### src/rtl/mandel_hdmi_pkg.sv
// Shared definitions for the Mandelbrot-to-HDMI path: frame size, writedata layout, RGB332 map, write FSM states.
package mandel_hdmi_pkg;

  localparam int H_RES_DEF = 640;
  localparam int V_RES_DEF = 480;

  localparam int X_MSB   = 27;
  localparam int X_LSB   = 18;
  localparam int Y_MSB   = 17;
  localparam int Y_LSB   = 8;
  localparam int RGB_MSB = 7;
  localparam int PIX_W   = X_MSB + 1;

  localparam int R_W = 3;
  localparam int G_W = 3;
  localparam int B_W = 2;

  typedef enum logic [1:0] {
    ST_IDLE  = 2'd0,
    ST_WRITE = 2'd1,
    ST_HOLD  = 2'd2
  } wr_state_t;

  // Low count bits vary fastest, so they land in red for strong banding.
  function automatic logic [RGB_MSB:0] rgb332(input logic [7:0] it);
    return {it[R_W-1:0], it[R_W+G_W-1:R_W], it[R_W+G_W+B_W-1:R_W+G_W]};
  endfunction

endpackage

### src/rtl/sync_fifo.sv
// Single-clock FIFO with registered read data: rd_data updates on the edge that pops and then holds.
// Caller must not push when full nor pop when empty.
module sync_fifo #(
  parameter int WIDTH = 28,
  parameter int DEPTH = 16,
  localparam int AW = $clog2(DEPTH)
) (
  input  logic             clk,
  input  logic             rst,
  input  logic             push,
  input  logic [WIDTH-1:0] wr_data,
  input  logic             pop,
  output logic [WIDTH-1:0] rd_data,
  output logic             full,
  output logic             empty,
  output logic [AW:0]      level
);

  logic [WIDTH-1:0] mem [DEPTH];
  logic [AW-1:0]    wr_ptr;
  logic [AW-1:0]    rd_ptr;

  always_ff @(posedge clk) begin
    if (rst) begin
      wr_ptr  <= '0;
      rd_ptr  <= '0;
      level   <= '0;
      rd_data <= '0;
    end else begin
      if (push) wr_ptr <= wr_ptr + 1'b1;
      if (pop) begin
        rd_ptr  <= rd_ptr + 1'b1;
        rd_data <= mem[rd_ptr];
      end
      level <= level + (AW+1)'(push) - (AW+1)'(pop);
    end
  end

  always_ff @(posedge clk) begin
    if (push) mem[wr_ptr] <= wr_data;
  end

  assign full  = (level == (AW+1)'(DEPTH));
  assign empty = (level == '0);

endmodule

### src/rtl/mandel_pixel_writer.sv
// Colours Mandelbrot results and drains them as Avalon-MM writes, holding writedata WR_HOLD cycles after each.
// Pixel to avm_write is 2 cycles when idle; a stalled slave fills the FIFO and drops pix_ready.
module mandel_pixel_writer
  import mandel_hdmi_pkg::*;
#(
  parameter int ITER_W     = 8,
  parameter int MAX_ITER   = 255,
  parameter int H_RES      = H_RES_DEF,
  parameter int V_RES      = V_RES_DEF,
  parameter int FIFO_DEPTH = 16,
  parameter int WR_HOLD    = 3
) (
  input  logic                            clk,
  input  logic                            rst,
  input  logic                            pix_valid,
  output logic                            pix_ready,
  input  logic [9:0]                      pix_x,
  input  logic [9:0]                      pix_y,
  input  logic [ITER_W-1:0]               pix_iter,
  output logic                            avm_write,
  output logic [31:0]                     avm_writedata,
  input  logic                            avm_waitrequest,
  output logic [$clog2(FIFO_DEPTH):0]     fifo_level,
  output logic                            frame_done,
  output logic [15:0]                     drop_cnt
);

  localparam int LVL_W  = $clog2(FIFO_DEPTH) + 1;
  localparam int HOLD_W = (WR_HOLD > 1) ? $clog2(WR_HOLD) : 1;

  logic             hs, in_range, push, pop, accept;
  logic             fifo_full, fifo_empty;
  logic [7:0]       rgb;
  logic [PIX_W-1:0] head;
  logic [LVL_W-1:0] level_nxt;
  logic [HOLD_W-1:0] hold_cnt;
  wr_state_t        state, state_nxt;

  assign hs       = pix_valid & pix_ready;
  assign in_range = (pix_x < 10'(H_RES)) && (pix_y < 10'(V_RES));
  assign push     = hs & in_range & ~fifo_full;
  assign rgb      = (pix_iter >= ITER_W'(MAX_ITER)) ? 8'h00 : rgb332(pix_iter[7:0]);

  // The FIFO's registered read port doubles as the writedata register.
  sync_fifo #(.WIDTH(PIX_W), .DEPTH(FIFO_DEPTH)) u_fifo (
    .clk     (clk),
    .rst     (rst),
    .push    (push),
    .wr_data ({pix_x, pix_y, rgb}),
    .pop     (pop),
    .rd_data (head),
    .full    (fifo_full),
    .empty   (fifo_empty),
    .level   (fifo_level)
  );

  assign avm_writedata = {4'h0, head};
  assign avm_write     = (state == ST_WRITE);
  assign level_nxt     = fifo_level + LVL_W'(push) - LVL_W'(pop);

  always_comb begin
    state_nxt = state;
    pop       = 1'b0;
    accept    = 1'b0;
    unique case (state)
      ST_IDLE: if (!fifo_empty) begin
        pop       = 1'b1;
        state_nxt = ST_WRITE;
      end
      ST_WRITE: if (!avm_waitrequest) begin
        accept    = 1'b1;
        state_nxt = ST_HOLD;
      end
      ST_HOLD: if (hold_cnt == '0) state_nxt = ST_IDLE;
      default: state_nxt = ST_IDLE;
    endcase
  end

  always_ff @(posedge clk) begin
    if (rst) begin
      state      <= ST_IDLE;
      hold_cnt   <= '0;
      pix_ready  <= 1'b0;
      frame_done <= 1'b0;
      drop_cnt   <= '0;
    end else begin
      state     <= state_nxt;
      pix_ready <= (level_nxt != LVL_W'(FIFO_DEPTH));
      if (accept)
        hold_cnt <= HOLD_W'(WR_HOLD - 1);
      else if (state == ST_HOLD && hold_cnt != '0)
        hold_cnt <= hold_cnt - 1'b1;
      frame_done <= accept && (head[X_MSB:X_LSB] == 10'(H_RES - 1))
                           && (head[Y_MSB:Y_LSB] == 10'(V_RES - 1));
      if (hs && !in_range && drop_cnt != 16'hFFFF)
        drop_cnt <= drop_cnt + 16'd1;
    end
  end

endmodule

### config.mk
export PLATFORM = sky130hd
export DESIGN_NAME = mandel_pixel_writer
export DESIGN_NICKNAME = d
export VERILOG_FILES = /design/src/rtl/mandel_hdmi_pkg.sv /design/src/rtl/sync_fifo.sv /design/src/rtl/mandel_pixel_writer.sv
export SDC_FILE = /design/constraint.sdc
export NUM_CORES = 1
export LEC_CHECK = 0
export CAP_MARGIN = 20
export CORE_ASPECT_RATIO = 1.2
export CORE_MARGIN = 4
export CORE_UTILIZATION = 60
export CTS_CLUSTER_DIAMETER = 120
export DETAILED_ROUTE_END_ITERATION = 16
export PLACE_DENSITY = 0.79
export SYNTH_ARGS = -nofsm -noshare
export SYNTH_HDL_FRONTEND = slang
export SYNTH_HIERARCHICAL = 1
export SYNTH_SLANG_ARGS = --single-unit
### constraint.sdc
create_clock -name clk -period 3.8 [get_ports clk]
set_clock_uncertainty 0.05 [all_clocks]
set_input_delay 0.38 -clock clk [delete_from_list [all_inputs] [get_ports clk]]
set_output_delay 0.38 -clock clk [all_outputs]
set_load 0.01 [all_outputs]
==> run_results.csv, run 1 <==
group,metric,value,unit
clock_tree,cts.path.max_buffers,3,
sta,hold_viol,0,
grt,grt_usage,24.7,%
hold_path,hp-class,"flip-flop to flip-flop",
finish,drive_above_1_share,11.8,%
synthesis,avgSynthCellArea,15.9,sq um
power,p_comb_share,20.1,%
clock_tree,htree_levels,2,
clock_tree,hold_buffers,0,
clock_tree,clkTransAtPathRegs,60,ps
power,p_sw_share,28.1,%
place,portBuffers,83,
power,internal_power,0.00995,W
worst_setup_path,endpoint_kind,"flip-flop",
floorplanning,num_io_pins,88,
routing,avgViaCountPerCell,6.16,
power,p_seq_share,47.7,%
clock_tree,cts_buffers,47,
sta,finalSetupTns,0,ps
floorplanning,die-area,0.0373,sq mm
grt,grt_max_degree,57,
sta,worst_pin_slew,884,ps
worst_setup_path,ff2ff_path_depth,13,
worst_setup_path,r2r-start,"u_fifo/level[2]",
routing,vias,11800,
worst_setup_path,worst_ep_arrival_time,3470,ps
grt,grt_pass1_vias,11600,
synthesis,synth_edf_count,448,
clock_tree,cts.sinks,511,
floorplanning,die_y,211,um
grt,grt_pass1_wl,69800,um
synthesis,ys_seq_elements,511,
routing,wl_per_cell,24.2,um
hold_path,min_delay_path_depth,1,
power,power.leakage,7.47,nW
grt,antenna_found_initial,0,
status,status,"finished clean",
grt,overflow,0,
clock_tree,root_buffer,"clkbuf_16",
place,dp_hpwl,28600,um
sta,maxSlewHeadroom,41.1,%
sta,finalCritPeriodShare,81.4,%
routing,postRouteAntennaNets,0,
synthesis,ys_seq_area_share,71.6,%
flow_run,cap_violations,0,
routing,drt_iter0_markers,1202,
power,p_sw,0.00388,W
worst_setup_path,ff2ff_setup_slack,710,ps
routing,drtPass1Iterations,5,
hold_path,whs_endpoint,"hold_cnt[0]",
routing,wirelength,46300,um
worst_setup_path,timing_worst_setup_path_type,"flip-flop to flip-flop",
finish,fin_cells,1910,
floorplanning,fp.dieW,177,um
place,place.gp.congestion,0.827,
floorplanning,core,0.0340,sq mm
sta,fmax,0.323,GHz
finish,nets,1470,
worst_setup_path,cp_max_fo,5,
power,vdd_ir_drop_max,0.508,mV
sta,fin_hold_ws,425,ps
finish,area_growth,14.2,%
sta,rsz0062_at_grt,"no",
synthesis,yosysWarnings,6,
clock_tree,cts_resized,0,
synthesis,ys.flop_type,"edfxtp_1",
synthesis,synth_cell_types,55,
clock_tree,cts_tree,"yes",
clock_tree,post_cts_buffers,0,
floorplanning,rows,74,
hold_path,hp-start,"hold_cnt[0]",
sta,period_needed,3090,ps
place,place_inst,1820,
clock_tree,clk_latency,560,ps
worst_setup_path,cp_data_required_time,4180,ps
power,clock_power_share,32.2,%
worst_setup_path,start_kind,"flip-flop",
floorplanning,start_util,60.5,%
synthesis,synth_area,0.0206,sq mm
routing,drc_errors,0,
power,p_per_area,589,mW/mm^2
synthesis,synthCells,1290,
finish,diodes,0,
synthesis,ys_async_sr_fraction,0,%
sta,drv_slew,0,
sta,setup_violations,0,
worst_setup_path,reg2reg_to,"pix_ready",
[synthesized netlist by cell type (all sizes together) (6+ instances only)]
| cell type | instances | share of area, % |
|---|---|---|
| mux2i | 226 | 11 |
| buf | 55 | 2.5 |
| or4 | 11 | 0.40 |
| nand2 | 64 | 1.2 |
| and2 | 18 | 0.55 |
| o31ai | 9 | 0.33 |
| clkbuf | 17 | 0.38 |
| xor2 | 7 | 0.30 |
| ha | 18 | 1.1 |
| nor2 | 22 | 0.41 |
| dfxtp | 63 | 6.1 |
| nor3 | 8 | 0.22 |
| nor2b | 16 | 0.49 |
| nand4 | 14 | 0.52 |
| inv | 18 | 0.33 |
| edfxtp | 448 | 65 |
| o21ai | 6 | 0.15 |
| a21oi | 50 | 1.2 |
| nand3 | 88 | 2.1 |
| a22oi | 84 | 3.1 |
[critical path, cell delays in order, from the launching register on]
cell and delay [ps]:
dfxtp_1 350, inv_1 110, ha_1 210, nor4b_1 420
nor3_1 130, buf_4 190, ha_1 280, inv_1 40
ha_1 190, fa_1 410, a21o_1 200, a21oi_1 170
xnor2_1 130, a31oi_1 100
[cell type report]
cell class,count,area [sq um]
repair buffers,148,1430
multi-input cells,692,5240
flip-flops and latches,511,14700
clock buffers,65,1310
well taps,456,571
inverters,18,67.6
clock inverters,20,150
fillers,2254,10500
[worst max path at each step]
stage	start	endpoint	slack (ps)
2_1_floorplan	u_fifo/level[3]	u_fifo/mem[0][0]	880
3_3_place_gp	pix_y[5]	pix_ready	270
5_1_grt	u_fifo/level[3]	u_fifo/level[4]	450
6_report	u_fifo/level[2]	pix_ready	710
3_5_place_dp	pix_y[5]	pix_ready	270
4_1_cts	u_fifo/level[3]	pix_ready	730
[power groups by stage]
stage | Clock [W] | Combinational, W | Sequential [W]
after CTS | 0.00453 | 0.00277 | 0.00660
after global routing | 0.00474 | 0.00299 | 0.00663
after floorplan | 0 | 0.00161 | 0.00668
after detailed placement | 0 | 0.00274 | 0.00672
after global placement | 0 | 0.00267 | 0.00671
final | 0.00446 | 0.00278 | 0.00660
[cells by family (layout without fill, tap and decap cells)]
family	count (synthesis)	in the layout	share of synthesized area, %
flops	511	511	71.6
simple gates	266	266	6.97
mux	228	228	11.1
compound gates	162	162	5.26
buf+inv	90	251	3.24
fa+ha+maj	20	20	1.29
xor+xnor	12	12	0.511
other cells	1	4	0.0182
[routing by layer]
layer  GRT usage [%]  vias up  part of all wire (%)
li1                -     5250                     -
met1            34.9     5902                    39
met2            40.3      546                    49
met3            4.24       77                   8.9
met4            7.26        0                   2.3
met5               0        -                     0
[registers in the layout, indices dropped and copies added, names as in the netlist]
register        flops
state               2
frame_done          1
hold_cnt            2
pix_ready           1
u_fifo/wr_ptr       4
u_fifo/rd_ptr       4
u_fifo/mem        448
drop_cnt           16
u_fifo/level        5
u_fifo/rd_data     28
[cells in the final DEF (no fill, tap or decap), drive strengths merged, types with 3 or more instances in the layout]
cell type        n
xnor2            5
nor3b            3
nor2            22
buf             65
nand2           64
dfxtp           63
mux2i          226
xor2             7
a21oi           50
clkinvlp         5
or3              3
and3             5
clkinv          13
nand3           88
inv             19
a22oi           84
and2            18
o31ai            9
nor2b           16
nand4           14
o21ai            6
clkbuf          65
a21o             4
conb             4
ha              18
nor3             8
clkdlybuf4s50   83
edfxtp         448
or4             11
nand4b           4
[stage by stage]
step	util (%)	total power, W	cell area, sq um	setup slack (ps)
floorplan	-	0.00828	20600	878
global placement	64.7	0.00938	22000	268
detailed placement	64.7	0.00946	22000	273
CTS	69.0	0.0139	23500	727
global route	69.1	0.0144	23500	447
finish	69.1	0.0138	23500	706
Power figures use the tool's default switching activity.
==> run 2, diff against run 1 <==
--- a/config.mk
+++ b/config.mk
@@ -8,10 +8,10 @@
 export CAP_MARGIN = 20
 export CORE_ASPECT_RATIO = 1.2
 export CORE_MARGIN = 4
-export CORE_UTILIZATION = 60
+export CORE_UTILIZATION = 54
 export CTS_CLUSTER_DIAMETER = 120
 export DETAILED_ROUTE_END_ITERATION = 16
-export PLACE_DENSITY = 0.79
+export PLACE_DENSITY = 0.75
 export SYNTH_ARGS = -nofsm -noshare
 export SYNTH_HDL_FRONTEND = slang
 export SYNTH_HIERARCHICAL = 1
==> constraint.sdc (replaced) <==
create_clock -name clk -period 2.51 [get_ports clk]
set_clock_uncertainty 0.05 [all_clocks]
set_input_delay 0.251 -clock clk [delete_from_list [all_inputs] [get_ports clk]]
set_output_delay 0.251 -clock clk [all_outputs]
set_load 0.01 [all_outputs]
==> run 2 against run 1 <==
Sequential share of layout area is 1.9 points lower. Global-route usage fell by 2.8 points. Final area rose by 3.2%. Sequential cell count unchanged. Wire length decreased by 2.0%. Clock-buffer cell count shrank 8. Non-clock buffer count increased by 35. First-iteration DRC count down 4.5%.
==> run_results.csv, run 2 (synthesis gave the netlist of run 1 again) <==
group,metric,value,unit
worst_setup_path,slowest_delay,430,ps
clock_tree,cts.path.max_buffers,3,
clock_tree,clk_latency,570,ps
sta,maxSlewHeadroom,51.8,%
worst_setup_path,r2r-start,"u_fifo/level[3]",
power,power.leakage,7.80,nW
finish,top_register,"u_fifo/mem",
routing,drc_errors,0,
sta,worst_pin_slew,721,ps
finish,drive_above_1_share,15.1,%
grt,overflow,0,
power,power,0.0217,W
worst_setup_path,path_cells,"clkdlybuf4s50_1, o21a_1, or2_4, nor3_4, inv_1, ha_1, inv_2, ha_4, fa_2, a21o_1, a21oi_2, xnor2_1, a31oi_1",
place,dp_hpwl,28200,um
hold_path,hp-start,"pix_y[9]",
hold_path,hp-class,"input pin to flip-flop",
finish,largest_reg_flops,448,
sta,finalCritPeriodShare,99.9,%
clock_tree,clkTransAtPathRegs,60,ps
floorplanning,start_util,54.6,%
sta,hold_viol,0,
worst_setup_path,ff2ff_setup_slack,10,ps
place,place_inst,1877,
finish,fin_cells,1973,
place,place.gp.congestion,0.810,
floorplanning,fp.dieW,186,um
worst_setup_path,ff2ff_path_depth,13,
floorplanning,die_y,222,um
worst_setup_path,reg2reg_to,"pix_ready",
worst_setup_path,cp_slowest_cell,"clkdlybuf4s50_1",
worst_setup_path,worst_ep_arrival_time,2900,ps
sta,fmax,0.399,GHz
grt,grt_max_degree,58,
finish,area_growth,17.9,%
grt,grt_usage,22.0,%
finish,nets,1506,
place,portBuffers,83,
floorplanning,rows,78,
routing,wirelength,45300,um
clock_tree,root_buffer,"clkbuf_16",
grt,antenna_found_initial,0,
routing,drt_iter0_markers,1148,
worst_setup_path,critPathBufInv,3,
hold_path,whs_endpoint,"u_fifo/mem[3][17]",
floorplanning,die-area,0.0413,sq mm
clock_tree,cts_buffers,48,
grt,grt_pass1_vias,12100,
power,p_per_area,893,mW/mm^2
grt,grt_pass1_wl,69900,um
clock_tree,cts_tree,"yes",
floorplanning,num_io_pins,88,
routing,drtPass1Iterations,5,
worst_setup_path,timing_worst_setup_path_type,"input pin to flip-flop",
finish,finish.utilization,64.4,%
worst_setup_path,endpoint_kind,"flip-flop",
clock_tree,htree_levels,2,
worst_setup_path,start_kind,"input pin",
worst_setup_path,crit_family,"adder cells",
clock_tree,cts.sinks,511,
flow_run,cap_violations,0,
finish,final_cell_mix,"edfxtp_1, mux2i_1, nand3_1, a22oi_1, clkdlybuf4s50_1",
routing,postRouteAntennaNets,0,
worst_setup_path,cp_data_required_time,2900,ps
sta,rsz0062_at_grt,"yes",
routing,wl_per_cell,23.0,um
worst_setup_path,cp_max_fo,2,
sta,setup_violations,0,
routing,avgViaCountPerCell,5.97,
place,place_area,0.0226,sq mm
hold_path,min_delay_path_depth,2,
finish,reg_top3,"u_fifo/mem: 448 flops, u_fifo/rd_data: 28 flops, drop_cnt: 16 flops",
routing,vias,11800,
finish,n_fill_cell,2602,
status,status,"finished clean",
finish,fin_area,0.0242,sq mm
finish,final_common_cell,"edfxtp_1",
clock_tree,hold_buffers,0,
power,vdd_ir_drop_max,0.615,mV
floorplanning,core,0.0377,sq mm
sta,period_needed,2510,ps
sta,drv_slew,0,
finish,diodes,0,
[run 2: changes by cell type in the layout (fill, tap and decap cells not counted), moves of 4 or more]
cell and delta:
dfxtp_1 -4, clkbuf_8 -4, buf_12 +22, buf_4 +13, clkbuf_1 -6, clkinv_1 +7
clkdlybuf4s50_1 -5
[run 2: how the worst max path moves through the flow]
stage                           end       startpoint  slack, ps  cells past startpoint
floorplan                 pix_ready  u_fifo/level[1]          3                     12
global placement          pix_ready         pix_y[5]       -650                     13
detailed placement        pix_ready         pix_y[7]       -680                     13
CTS                       pix_ready  u_fifo/level[3]        -20                     13
global route        u_fifo/level[4]  u_fifo/level[3]       -140                     13
finish                    pix_ready         pix_x[8]          2                     13
[run 2: metal layers]
| layer | track usage [%] | wire (um) | vias up |
|---|---|---|---|
| met5 | 0 | 0 | - |
| met4 | 6.72 | 1260 | 0 |
| met3 | 2.94 | 2730 | 86 |
| met2 | 37.9 | 23300 | 439 |
| met1 | 29.0 | 18100 | 5929 |
| li1 | - | - | 5330 |
[run 2: per-stage QoR]
stage | TNS (ps) | worst slack [ps] | hold WS [ps]
finish | 0 | 2.36 | 181
detailed placement | -141100 | -684 | 417
global placement | -135050 | -653 | 401
floorplan | 0 | 2.73 | 300
global route | -226 | -136 | 165
CTS | -24.9 | -24.9 | 275
[run 2: final cells by class]
type	count	area, sq um	area share, %
well taps	480	601	2.48
clock inverters	32	277	1.14
repair buffers	183	1970	8.13
flip-flops and latches	511	14700	60.7
clock buffers	57	1290	5.31
multi-input cells	692	5310	21.9
inverters	18	70.1	0.289
[run 2: power breakdown]
group          internal (W)  leakage (nW)  switching (W)
Combinational       0.00200          2.49        0.00260
Clock               0.00408         0.760        0.00302
Sequential          0.00959          4.55       0.000356
Total                0.0157          7.80        0.00598
[run 2: what timing repair did]
action	in CTS	in global routing
resized for setup	13	7
pin swaps	8	3
endpoints found under the setup margin	3	115
buffers inserted	6	2
[run 2: worst reg2reg max path: stages, from the launching register on]
cell     delay (ps)
dfxtp_4         360
inv_4            40
ha_4            150
and4_4          150
nor3_4          170
inv_1            70
ha_1            280
inv_2            50
ha_4            160
fa_2            340
a21o_1          190
a21oi_2         140
xnor2_1         140
a31oi_1         100
